`src/rtl/regfile_dump.sv`:
```
// rtl/regfile_dump.sv - walks register-file read port 3 and streams (addr,data) words; optional checksum word under REGDUMP_CHECKSUM_EN
module regfile_dump #(
  parameter int NREG = 32,
  parameter int AW   = 5,
  parameter int DW   = 32
) (
  input  logic          i_clk,
  input  logic          i_rst,
  input  logic          i_start,
  output logic [AW-1:0] o_ra,
  input  logic [DW-1:0] i_rd,
  output logic          o_busy,
  output logic          o_done,
  output logic          o_out_valid,
  input  logic          i_out_ready,
  output logic [AW-1:0] o_out_addr,
  output logic [DW-1:0] o_out_data,
  output logic          o_out_last
);

  typedef enum logic [2:0] {
    S_IDLE,
    S_READ,
    S_SEND,
    S_CSUM,
    S_FIN
  } state_t;

  localparam logic [AW-1:0] LAST_IDX = AW'(NREG - 1);

  state_t        r_state;
  state_t        w_next;
  logic [AW-1:0] r_cnt;
  logic          r_out_valid;
  logic [AW-1:0] r_out_addr;
  logic [DW-1:0] r_out_data;
  logic          r_out_last;
  logic          w_hs;
  logic          w_at_last;
`ifdef REGDUMP_CHECKSUM_EN
  logic [DW-1:0] r_acc;
`endif

  assign w_hs      = r_out_valid & i_out_ready;
  assign w_at_last = (r_cnt == LAST_IDX);

  assign o_ra        = r_cnt;
  assign o_busy      = (r_state != S_IDLE);
  assign o_done      = (r_state == S_FIN);
  assign o_out_valid = r_out_valid;
  assign o_out_addr  = r_out_addr;
  assign o_out_data  = r_out_data;
  assign o_out_last  = r_out_last;

  // State register
  always_ff @(posedge i_clk) begin
    if (i_rst) begin
      r_state <= S_IDLE;
    end else begin
      r_state <= w_next;
    end
  end

  // Next-state: one READ cycle per word, then wait in SEND for the consumer
  always_comb begin
    w_next = r_state;
    case (r_state)
      S_IDLE: begin
        if (i_start) begin
          w_next = S_READ;
        end
      end
      S_READ: w_next = S_SEND;
      S_SEND: begin
        if (w_hs) begin
          if (w_at_last) begin
`ifdef REGDUMP_CHECKSUM_EN
            w_next = S_CSUM;
`else
            w_next = S_FIN;
`endif
          end else begin
            w_next = S_READ;
          end
        end
      end
      S_CSUM: begin
        if (w_hs) begin
          w_next = S_FIN;
        end
      end
      S_FIN:   w_next = S_IDLE;
      default: w_next = S_IDLE;
    endcase
  end

  // Datapath: capture the read port in READ, hold the word until it is accepted
  always_ff @(posedge i_clk) begin
    if (i_rst) begin
      r_cnt       <= '0;
      r_out_valid <= 1'b0;
      r_out_addr  <= '0;
      r_out_data  <= '0;
      r_out_last  <= 1'b0;
`ifdef REGDUMP_CHECKSUM_EN
      r_acc       <= '0;
`endif
    end else begin
      case (r_state)
        S_IDLE: begin
          if (i_start) begin
            r_cnt <= '0;
`ifdef REGDUMP_CHECKSUM_EN
            r_acc <= '0;
`endif
          end
        end
        S_READ: begin
          r_out_data  <= i_rd;
          r_out_addr  <= r_cnt;
          r_out_valid <= 1'b1;
`ifdef REGDUMP_CHECKSUM_EN
          // The checksum word carries the last flag instead
          r_out_last  <= 1'b0;
          r_acc       <= r_acc ^ i_rd;
`else
          r_out_last  <= w_at_last;
`endif
        end
        S_SEND: begin
          if (w_hs) begin
            r_out_valid <= 1'b0;
            if (!w_at_last) begin
              r_cnt <= r_cnt + 1'b1;
            end
`ifdef REGDUMP_CHECKSUM_EN
            else begin
              // Accumulator already holds the final register's contribution
              r_out_valid <= 1'b1;
              r_out_addr  <= '0;
              r_out_data  <= r_acc;
              r_out_last  <= 1'b1;
            end
`endif
          end
        end
        S_CSUM: begin
          if (w_hs) begin
            r_out_valid <= 1'b0;
          end
        end
        S_FIN:   r_cnt <= '0;
        default: ;
      endcase
    end
  end

endmodule
```
`config.mk`:
```
export PLATFORM = sky130hd
export DESIGN_NAME = regfile_dump
export DESIGN_NICKNAME = d
export VERILOG_FILES = /design/src/rtl/regfile_dump.sv
export SDC_FILE = /design/constraint.sdc
export NUM_CORES = 1
export LEC_CHECK = 0
export ABC_CLOCK_PERIOD_IN_PS = 1800
export CAP_MARGIN = 15
export CORE_ASPECT_RATIO = 1.25
export CORE_MARGIN = 8
export CORE_UTILIZATION = 37
export DETAILED_ROUTE_END_ITERATION = 10
export PLACE_DENSITY = 0.87
export SYNTH_ARGS = -nofsm -noshare
export SYNTH_HDL_FRONTEND = slang
export SYNTH_SLANG_ARGS = --single-unit
export TNS_END_PERCENT = 5
```
`constraint.sdc`:
```
create_clock -name i_clk -period 1.8 [get_ports i_clk]
set_clock_uncertainty 0.15 [all_clocks]
set_input_delay 0.45 -clock i_clk [delete_from_list [all_inputs] [get_ports i_clk]]
set_output_delay 0.45 -clock i_clk [all_outputs]
set_load 0.03 [all_outputs]
```
Word level (Yosys, flattened, before mapping). Index checks and enable logic that the tools add are counted.

Add/sub/neg operators: 1. Equality and inequality tests: 10. Muxes and demuxes: 11. Bitwise logic cells: 1. Reductions and logical operators: 8.

Operators by type and width (number): 5-bit two-way mux (3); 5-bit case mux with 3 select lines (1); 3-bit two-way mux (4); 3-bit case mux with 4 select lines (1); 2-bit != test, second input constant (4); 3-bit by 2-bit equality test with 1-bit output, second input constant (2); 3-bit nonzero test (2); 5-bit by 1-bit adder with 5-bit output, second input constant (1); 5-bit equality test, second input constant (1); 4-bit AND reduction (1); 3-bit by 1-bit equality test with 1-bit output, second input constant (1); 3-bit equality test, second input constant (1); 3-bit zero test (1); 3-bit AND reduction (1); 2-bit by 1-bit != test with 1-bit output, second input constant (1); 1-bit case mux with 2 select lines (1); 2-bit AND reduction (1); 2-bit nonzero test (1); 2-bit OR reduction (1); 1-bit bitwise AND (1); 1-bit two-way mux (1).

Flip-flop bits (word level): 47. Word-level logic and storage cells: 37.

Logic depth before layout (Yosys ltp). Gate-level depths: netlist of the first run.

Word-level depth: 4. Mapped depth: 6. Gate-level depth less buffers: 6.

Least setup slack after synthesis of the first run. No wires, ideal clock.

Path kind: register -> register. Start point: reg r_cnt[0] (netlist: o_ra[0]). End point: reg r_cnt[1] (netlist: o_ra[1]). Arrival time: 1.687 ns. Data required time: 1.580 ns. Path slack: -0.108 ns. Stages on the path, launching flop included: 7. Path through: dfxtp_1 ha_1 and3_1 ha_1 nor4b_2 and2_1 o2bb2ai_1.

Elaborated cells between the ends (all ways): 7.

RTL lines: from (decl) (RTL line 33) `logic [AW-1:0] r_cnt;`; from (signal assigned) (RTL line 134) `r_cnt <= r_cnt + 1'b1;`; 5-bit equality test (RTL line 45) `assign w_at_last = (r_cnt == LAST_IDX);`; via w_at_last (RTL line 39) `logic w_at_last;`; 2-bit != test (no line); 4-bit AND reduction (no line).

The timed path passes the listed nets, and every way through them passes these cells. The select of a mux whose other input is x is not followed. A chain may end at the register's enable or synchronous reset.

Final worst setup path of the first run.
Start point: reg r_state[2]. End point: out o_busy.

Cells in the longest elaborated chain, start to end: 1.

Ends and longest elaborated chain: from (decl) (RTL line 31) `state_t r_state;`; from (signal assigned) (RTL line 60) `r_state <= w_next;`; 3-bit nonzero test (RTL line 48) `assign o_busy = (r_state != S_IDLE);`; to (decl) (RTL line 12) `output logic o_busy,`.

No other way between the ends.

==> summary.txt, run 1 <==
Routing
  – Detail Route Antenna Nets: 0
  – Vias: 1776
  – Wirelength, routed: 5080 µm
  – Via/cell ratio: 4.76
  – Initial DRC Count: 54
  – Router iterations before antenna repair: 4
  – WL/cell: ~14 µm
  – DRC violations left: 0

Power and ir drop
  – VDD IR max: 0.326 mV
  – Power density cells: 813 nW/µm²
  – Static Leak: 0.00122 µW

Synthesis
  – Post-synthesis xor/xnor area fraction: 0.471%
  – Multiplexer area fraction after synthesis: 0%
  – Compound-Gate Fraction of Synth Area: 16.4%
  – Largest family of logic cells by synthesized area: simple AND/OR/NAND/NOR gates
  – Syn_nets: 261
  – Post-synthesis sequential area ratio: 50.6%
  – Cell count after synthesis: 223
  – Post-synth EDFFs: 0
  – Synth unique cells: 35
  – Post-synth ARST share: 0%
  – Yosys top cell area share: between 50 and 60%
  – Post-Synth Adder-Cell Area: 1.35%
  – Post-synthesis simple-gate area fraction: between 20% and 30%
  – FF+latch count, synth: 47
  – Synth top area cells: dfxtp_1 (51%), nand2_1 (16%), a21oi_1 (10%)
  – Post-synth top flop: dfxtp_1
  – Avg Cell Area, Syn: 8.34 µm²
  – Yosys top cell by area: dfxtp_1
  – Synthesis warning total: 0
  – Synth Cell Area: 1860 µm²

Worst setup path
  – CP Launch Type: register
  – Worst EP required: 1.20 ns
  – CP max FO: 5
  – Crit-path cells: or3_1, buf_6
  – Worst path slowest cell: or3_1
  – Setup CP Type: register to output port
  – Critical Path Sink Type: output port
  – Worst EP arrival: about 1.2 ns
  – Critical Path Max Stage Delay: 0.38 ns

Final layout
  – Core Util, Final: between 50% and 60%
  – Post-Layout Cell Count: 373
  – Final #Nets: 348
  – ANT cells: 0
  – Post-route cell area: 2830 µm²
  – Layout cells sized above 1: 12.2%
  – Area delta synth->final: 52.2%

Placement
  – Pre-CTS setup slack: -0.0618 ns
  – Placed wire-length estimate: around 3700 µm
  – Area post-placement: 2770 µm²
  – IO buf count: 81
  – GPL Wtd Cong: 0.746
  – Dpl cells: 365

GRT
  – GRT Total Usage: 13.0%
  – Initial antenna violation count: 0
  – Total global routing overflow: 0
  – First-pass GRT wire length: around 8000 µm
  – Largest net degree at the start of global routing: 39
  – Vias in the first global route: 1713

Clocking
  – Clk buf depth: 2
  – Setup Fix Bufs, Post-CTS: 0
  – Worst skew pair latency: ~0.29 ns
  – Clock Sink Count: 47
  – CTS root buf: clkbuf_8
  – Clk pin slew, worst setup/hold paths: 0.09 ns
  – CTS tree: yes
  – Num CTS Buffers: 5
  – H-tree depth: 2

STA
  – Post-route minimum period: 1.76 ns
  – Worst Max-Slew Pin Slew: 0.378 ns
  – Min Hold Slack: 0.218 ns
  – Final Hold Vio Count: 0
  – FMAX: 567 MHz
  – Final Setup Violations: 0
  – Final worst slack: approximately 0.036 ns
  – RSZ-0062 raised after global routing: yes
  – Slew Limit Fails: 0
  – Slew headroom: 74.8%
  – Part of the cycle the worst path needs: just under 100%

Status
  – Outcome: completed

Floorplan
  – Core area: roughly 5000 µm²
  – Initial Util: between 30% and 40%
  – Die Wd: around 79 µm
  – I/O pin cnt: 82
  – Die Y: 95.3 µm
  – Row cnt: 29
  – Die area: roughly 7600 µm²

Worst hold path
  – Path category of the worst min-delay check: primary input to register

Run
  – Max Cap Viol: 0
critical path, delay by kind of cell (launching register included):
kind	cells	cell delay, ns
and+or+nand+nor	1	0.38
DFF	1	0.35
buffers and inverters	1	0.15
layout make-up:
class                           count  area (µm²)
Clock inverter                      2        12.5
Sequential cell                    47         946
Inverter                            3        11.3
Tap cell                           62        77.6
Timing Repair Buffer               96         871
Clock buffer                        6        72.6
Fill cell                         473        2140
Multi-Input combinational cell    157         840
stage by stage:
| step | total power (µW) | TNS [ns] |
|---|---|---|
| global route | 2430 | -0.0128 |
| CTS | 2330 | 0 |
| detailed placement | 1760 | -0.161 |
| floorplan | 1510 | -0.0423 |
| global placement | 1740 | -0.0306 |
| finish | 2300 | 0 |
state kept, by name, summed over array words and instances (netlist names):
signal,cells
o_out_data,32
o_out_addr,5
o_ra,5
r_state,3
o_out_last,1
o_out_valid,1
path summary, 6_finish.rpt:
check                       from              to  slack, ns  depth (start not counted)
hold reg to reg   o_out_data[18]  o_out_data[18]       0.30                          2
hold / removal             i_rst      r_state[0]       0.22                          2
setup / recovery      r_state[2]          o_busy       0.04                          2
setup reg to reg         o_ra[0]         o_ra[4]       0.07                          6
cell usage after synthesis, types with 2 or more instances:
| cell | number |
|---|---|
| o21bai_1 | 2 |
| nand2b_1 | 4 |
| buf_4 | 2 |
| nand2_1 | 79 |
| clkbuf_1 | 6 |
| buf_6 | 5 |
| ha_1 | 2 |
| inv_1 | 3 |
| nor2b_1 | 3 |
| o2bb2ai_1 | 2 |
| buf_2 | 2 |
| a21oi_1 | 39 |
| nor3_1 | 3 |
| dfxtp_1 | 47 |
| o21ai_0 | 3 |
| nand3_1 | 2 |
power by group:
part	internal, µW	switching (µW)
logic	225	329
registers	1100	34.1
clock network	272	336
total	1600	700
layout by cell type (no fill, tap or decap), types with 2 or more instances in the layout:
cell type,Yosys,layout
o21bai_1,2,2
clkdlybuf4s50_1,0,34
nand2_1,79,79
dfxtp_1,47,43
dfxtp_2,0,4
dlygate4sd2_1,0,43
nand3_1,2,2
clkbuf_8,0,5
nor3_1,3,3
o21ai_0,3,3
buf_4,2,15
a21oi_1,39,39
nand2b_1,4,4
nor2b_1,3,3
inv_1,3,3
o2bb2ai_1,2,2
per-layer routing:
layer / track usage (%) / share of wire [%] / vias up
met4: 5.26 / 1.5 / 0
met3: 2.55 / 5.4 / 4
li1: - / - / 914
met2: 24.0 / 52 / 50
met1: 14.2 / 41 / 808
met5: 0 / 0 / -
cell families (layout without fill, tap and decap cells):
group,Yosys count,after routing
adders and majority gates,2,2
AOI/OAI and AO/OA,52,52
buffers and inverters,19,107
DFF,47,47
xor gates and xnor gates,1,1
and+or+nand+nor,102,102
repair_timing:
item                       4_1_cts  5_1_grt
setup endpoints to repair       48        6
gates resized for setup         45        9
pin swaps                        0        2
gates cloned                     0        0
hold buffers                     0        0
No activity file was read; power rests on OpenSTA's default activity.
==> inputs of run 2 (changes only) <==
--- a/config.mk
+++ b/config.mk
@@ -8,8 +8,8 @@
 export ABC_CLOCK_PERIOD_IN_PS = 1800
 export CAP_MARGIN = 15
 export CORE_ASPECT_RATIO = 1.25
-export CORE_MARGIN = 8
 export CORE_UTILIZATION = 37
+export CTS_CLUSTER_SIZE = 10
 export DETAILED_ROUTE_END_ITERATION = 10
 export PLACE_DENSITY = 0.87
 export SYNTH_ARGS = -nofsm -noshare
==> run 2 against run 1 <==
Sequential cell count did not move. Global-route usage rose by 4.5 points. Non-clock buffer count did not move. Cell count decreased by 0.54%. Die area fell by 30%. Wire length shrank 12%. Sequential power about the same. Combinational power about the same. Core utilization rose by 3.2 points. Worst hold slack better by 0.084 ns. Power is 7.3% higher. Sequential share of layout area fell by 0.58 points. Critical path type unchanged. Critical endpoint unchanged. Largest cell class unchanged. Highest routed layer unchanged.
==> summary.txt, run 2 (synthesized netlist as in run 1, its figures left out) <==
Final layout
  – Fill count: 453 (was 473)
  – Most frequent cells in the layout: nand2_1 (79), dlygate4sd2_1 (43), dfxtp_1 (42), a21oi_1 (39), clkdlybuf4s50_1 (35) (was nand2_1 (79), dfxtp_1 (43), dlygate4sd2_1 (43), a21oi_1 (39), clkdlybuf4s50_1 (34))
  – Area delta synth->final: 55.1% (was 52.2%)
  – Post-Layout Cell Count: 371 (was 373)
  – Largest register FFs: 32 (unchanged)
  – Layout cells sized above 1: 12.2% (unchanged)
  – ANT cells: 0 (unchanged)
  – Multi-input logic area: 840 µm² (unchanged)
  – Most common library cell in the layout ignoring fill and taps: nand2_1 (unchanged)
  – Reg area: 947 µm² (was 946 µm²)
  – Final #Nets: 348 (unchanged)
  – Post-route cell area: 2880 µm² (was 2830 µm²)

Worst setup path
  – Critical Path Sink Type: output port (unchanged)
  – CP max FO: 4 (was 5)
  – Delay-heaviest family, CP: simple AND/OR/NAND/NOR gates (unchanged)
  – RR Endpoint: o_ra[4] (unchanged)
  – Worst path buffer plus inverter count: 1 (unchanged)
  – Critical Path Max Stage Delay: 0.38 ns (about the same)
  – Worst EP arrival: 1.16 ns (about the same)
  – Reg2reg setup slack: 0.11 ns (was 0.07 ns)
  – FF-to-FF Start: o_ra[0] (unchanged)
  – Worst EP required: 1.20 ns (about the same)
  – Worst path slowest cell: or3_1 (unchanged)
  – CP Launch Type: register (unchanged)
  – Setup CP Type: register to output port (unchanged)
  – Crit-path cells: or3_1, buf_6 (unchanged)
  – Worst R2R Path Depth: 6 (unchanged)
  – Number of cells on the critical path: 2 (unchanged)

Clocking
  – CTS tree: yes (unchanged)
  – Setup Fix Bufs, Post-CTS: 0 (unchanged)
  – Hold buffer count at cts: 0 (unchanged)
  – CTS root buf: clkbuf_8 (unchanged)
  – Clk buf depth: 2 (unchanged)
  – Clock Sink Count: 47 (unchanged)
  – Clk pin slew, worst setup/hold paths: 0.08 ns (was 0.09 ns)
  – Num CTS Buffers: 5 (unchanged)
  – Worst skew pair latency: 0.29 ns (about the same)
  – H-tree depth: 2 (unchanged)

Worst hold path
  – Min-delay src: o_out_data[16] (was i_rst)
  – Path category of the worst min-delay check: register to register (was primary input to register)
  – Hold depth: 2 (unchanged)
  – Hold Path Sink: o_out_data[16] (was r_state[0])

GRT
  – Total global routing overflow: 0 (unchanged)
  – Initial antenna violation count: 0 (unchanged)
  – First-pass GRT wire length: 7260 µm (was 8020 µm)
  – Largest net degree at the start of global routing: 39 (unchanged)
  – GRT Total Usage: 17.5% (was 13.0%)
  – Vias in the first global route: 1677 (was 1713)

STA
  – Min Hold Slack: 0.302 ns (was 0.218 ns)
  – Slew Limit Fails: 0 (unchanged)
  – Part of the cycle the worst path needs: 97.9% (was 98.0%)
  – Final Setup Violations: 0 (unchanged)
  – TNS Setup: 0 ns (unchanged)
  – Slew headroom: 74.9% (was 74.8%)
  – Post-route minimum period: 1.76 ns (about the same)
  – Worst Max-Slew Pin Slew: 0.376 ns (was 0.378 ns)
  – FMAX: 568 MHz (was 567 MHz)
  – Final Hold Vio Count: 0 (unchanged)

Run
  – Max Cap Viol: 0 (unchanged)

Floorplan
  – Row cnt: 28 (was 29)
  – Core area: 4800 µm² (was 4970 µm²)
  – Die Wd: 65.4 µm (was 79.4 µm)
  – Die area: 5310 µm² (was 7560 µm²)
  – Die Y: 81.3 µm (was 95.3 µm)
  – I/O pin cnt: 82 (unchanged)
  – Initial Util: 38.7% (was 37.4%)

Routing
  – WL/cell: 12.0 µm (was 13.6 µm)
  – Detail Route Antenna Nets: 0 (unchanged)
  – Wirelength, routed: 4450 µm (was 5080 µm)
  – Router iterations before antenna repair: 4 (unchanged)
  – Vias: 1816 (was 1776)
  – Initial DRC Count: 125 (was 54)
  – DRC violations left: 0 (unchanged)
  – Via/cell ratio: 4.89 (was 4.76)

Placement
  – Area post-placement: 2780 µm² (was 2770 µm²)
  – IO buf count: 81 (unchanged)
  – Dpl cells: 363 (was 365)
  – GPL Wtd Cong: 0.729 (was 0.746)
  – Placed wire-length estimate: 3210 µm (was 3750 µm)

Power and ir drop
  – VDD IR max: 0.436 mV (was 0.326 mV)
  – Power density cells: 856 nW/µm² (was 813 nW/µm²)
  – Static Leak: 0.00125 µW (was 0.00122 µW)

Status
  – Outcome: completed (unchanged)
[run 2: worst max-delay path by stage]
stage / start / to / slack [ns]
floorplan: o_ra[0] / o_ra[1] / -0.02
CTS: o_ra[0] / o_ra[0] / 0.03
detailed placement: i_out_ready / o_ra[3] / -0.14
global placement: i_out_ready / o_ra[3] / -0.1
finish: r_state[2] / o_busy / 0.04
global route: r_state[2] / o_busy / -0.02
[run 2: final cells by class]
| class | instances | area share, % |
|---|---|---|
| well taps | 60 | 2.60 |
| clock buffers | 6 | 2.86 |
| repair buffers | 96 | 31.0 |
| flip-flops and latches | 47 | 32.8 |
| inverters | 3 | 0.390 |
| clock inverters | 2 | 1.21 |
| multi-input cells | 157 | 29.1 |
[run 2: metal layers]
| layer | global-route usage, % | up-vias | share of wire, % |
|---|---|---|---|
| met5 | 0 | - | 0 |
| li1 | - | 914 | - |
| met1 | 18.4 | 830 | 40 |
| met4 | 6.52 | 0 | 2.0 |
| met2 | 32.9 | 62 | 51 |
| met3 | 4.78 | 10 | 6.4 |
[run 2: power by group]
group	switching [µW]	total, µW	internal, µW
Combinational	324	553	230
Sequential	32.6	1140	1100
Clock	329	778	449
[run 2: through the flow]
stage / util (%) / setup WS, ns / total power (µW)
3_5_place_dp: 58.0 / -0.144 / 1750
3_3_place_gp: 58.0 / -0.0983 / 1740
2_1_floorplan: - / -0.0238 / 1510
6_report: 60.1 / 0.0380 / 2470
4_1_cts: 59.5 / 0.0255 / 2500
5_1_grt: 60.1 / -0.0157 / 2600
[run 2: timing repair]
action | in CTS | in global routing
setup endpoints to repair | 48 | 7
resized for setup | 46 | 8
pin swaps | 0 | 2
[run 2: worst register-to-register path: stages, from the launching register on]
cell and delay (ns):
dfxtp_2 0.33, ha_1 0.20, and3_4 0.19, ha_4 0.18, nor4b_4 0.27, and2_4 0.20
o2bb2ai_1 0.10
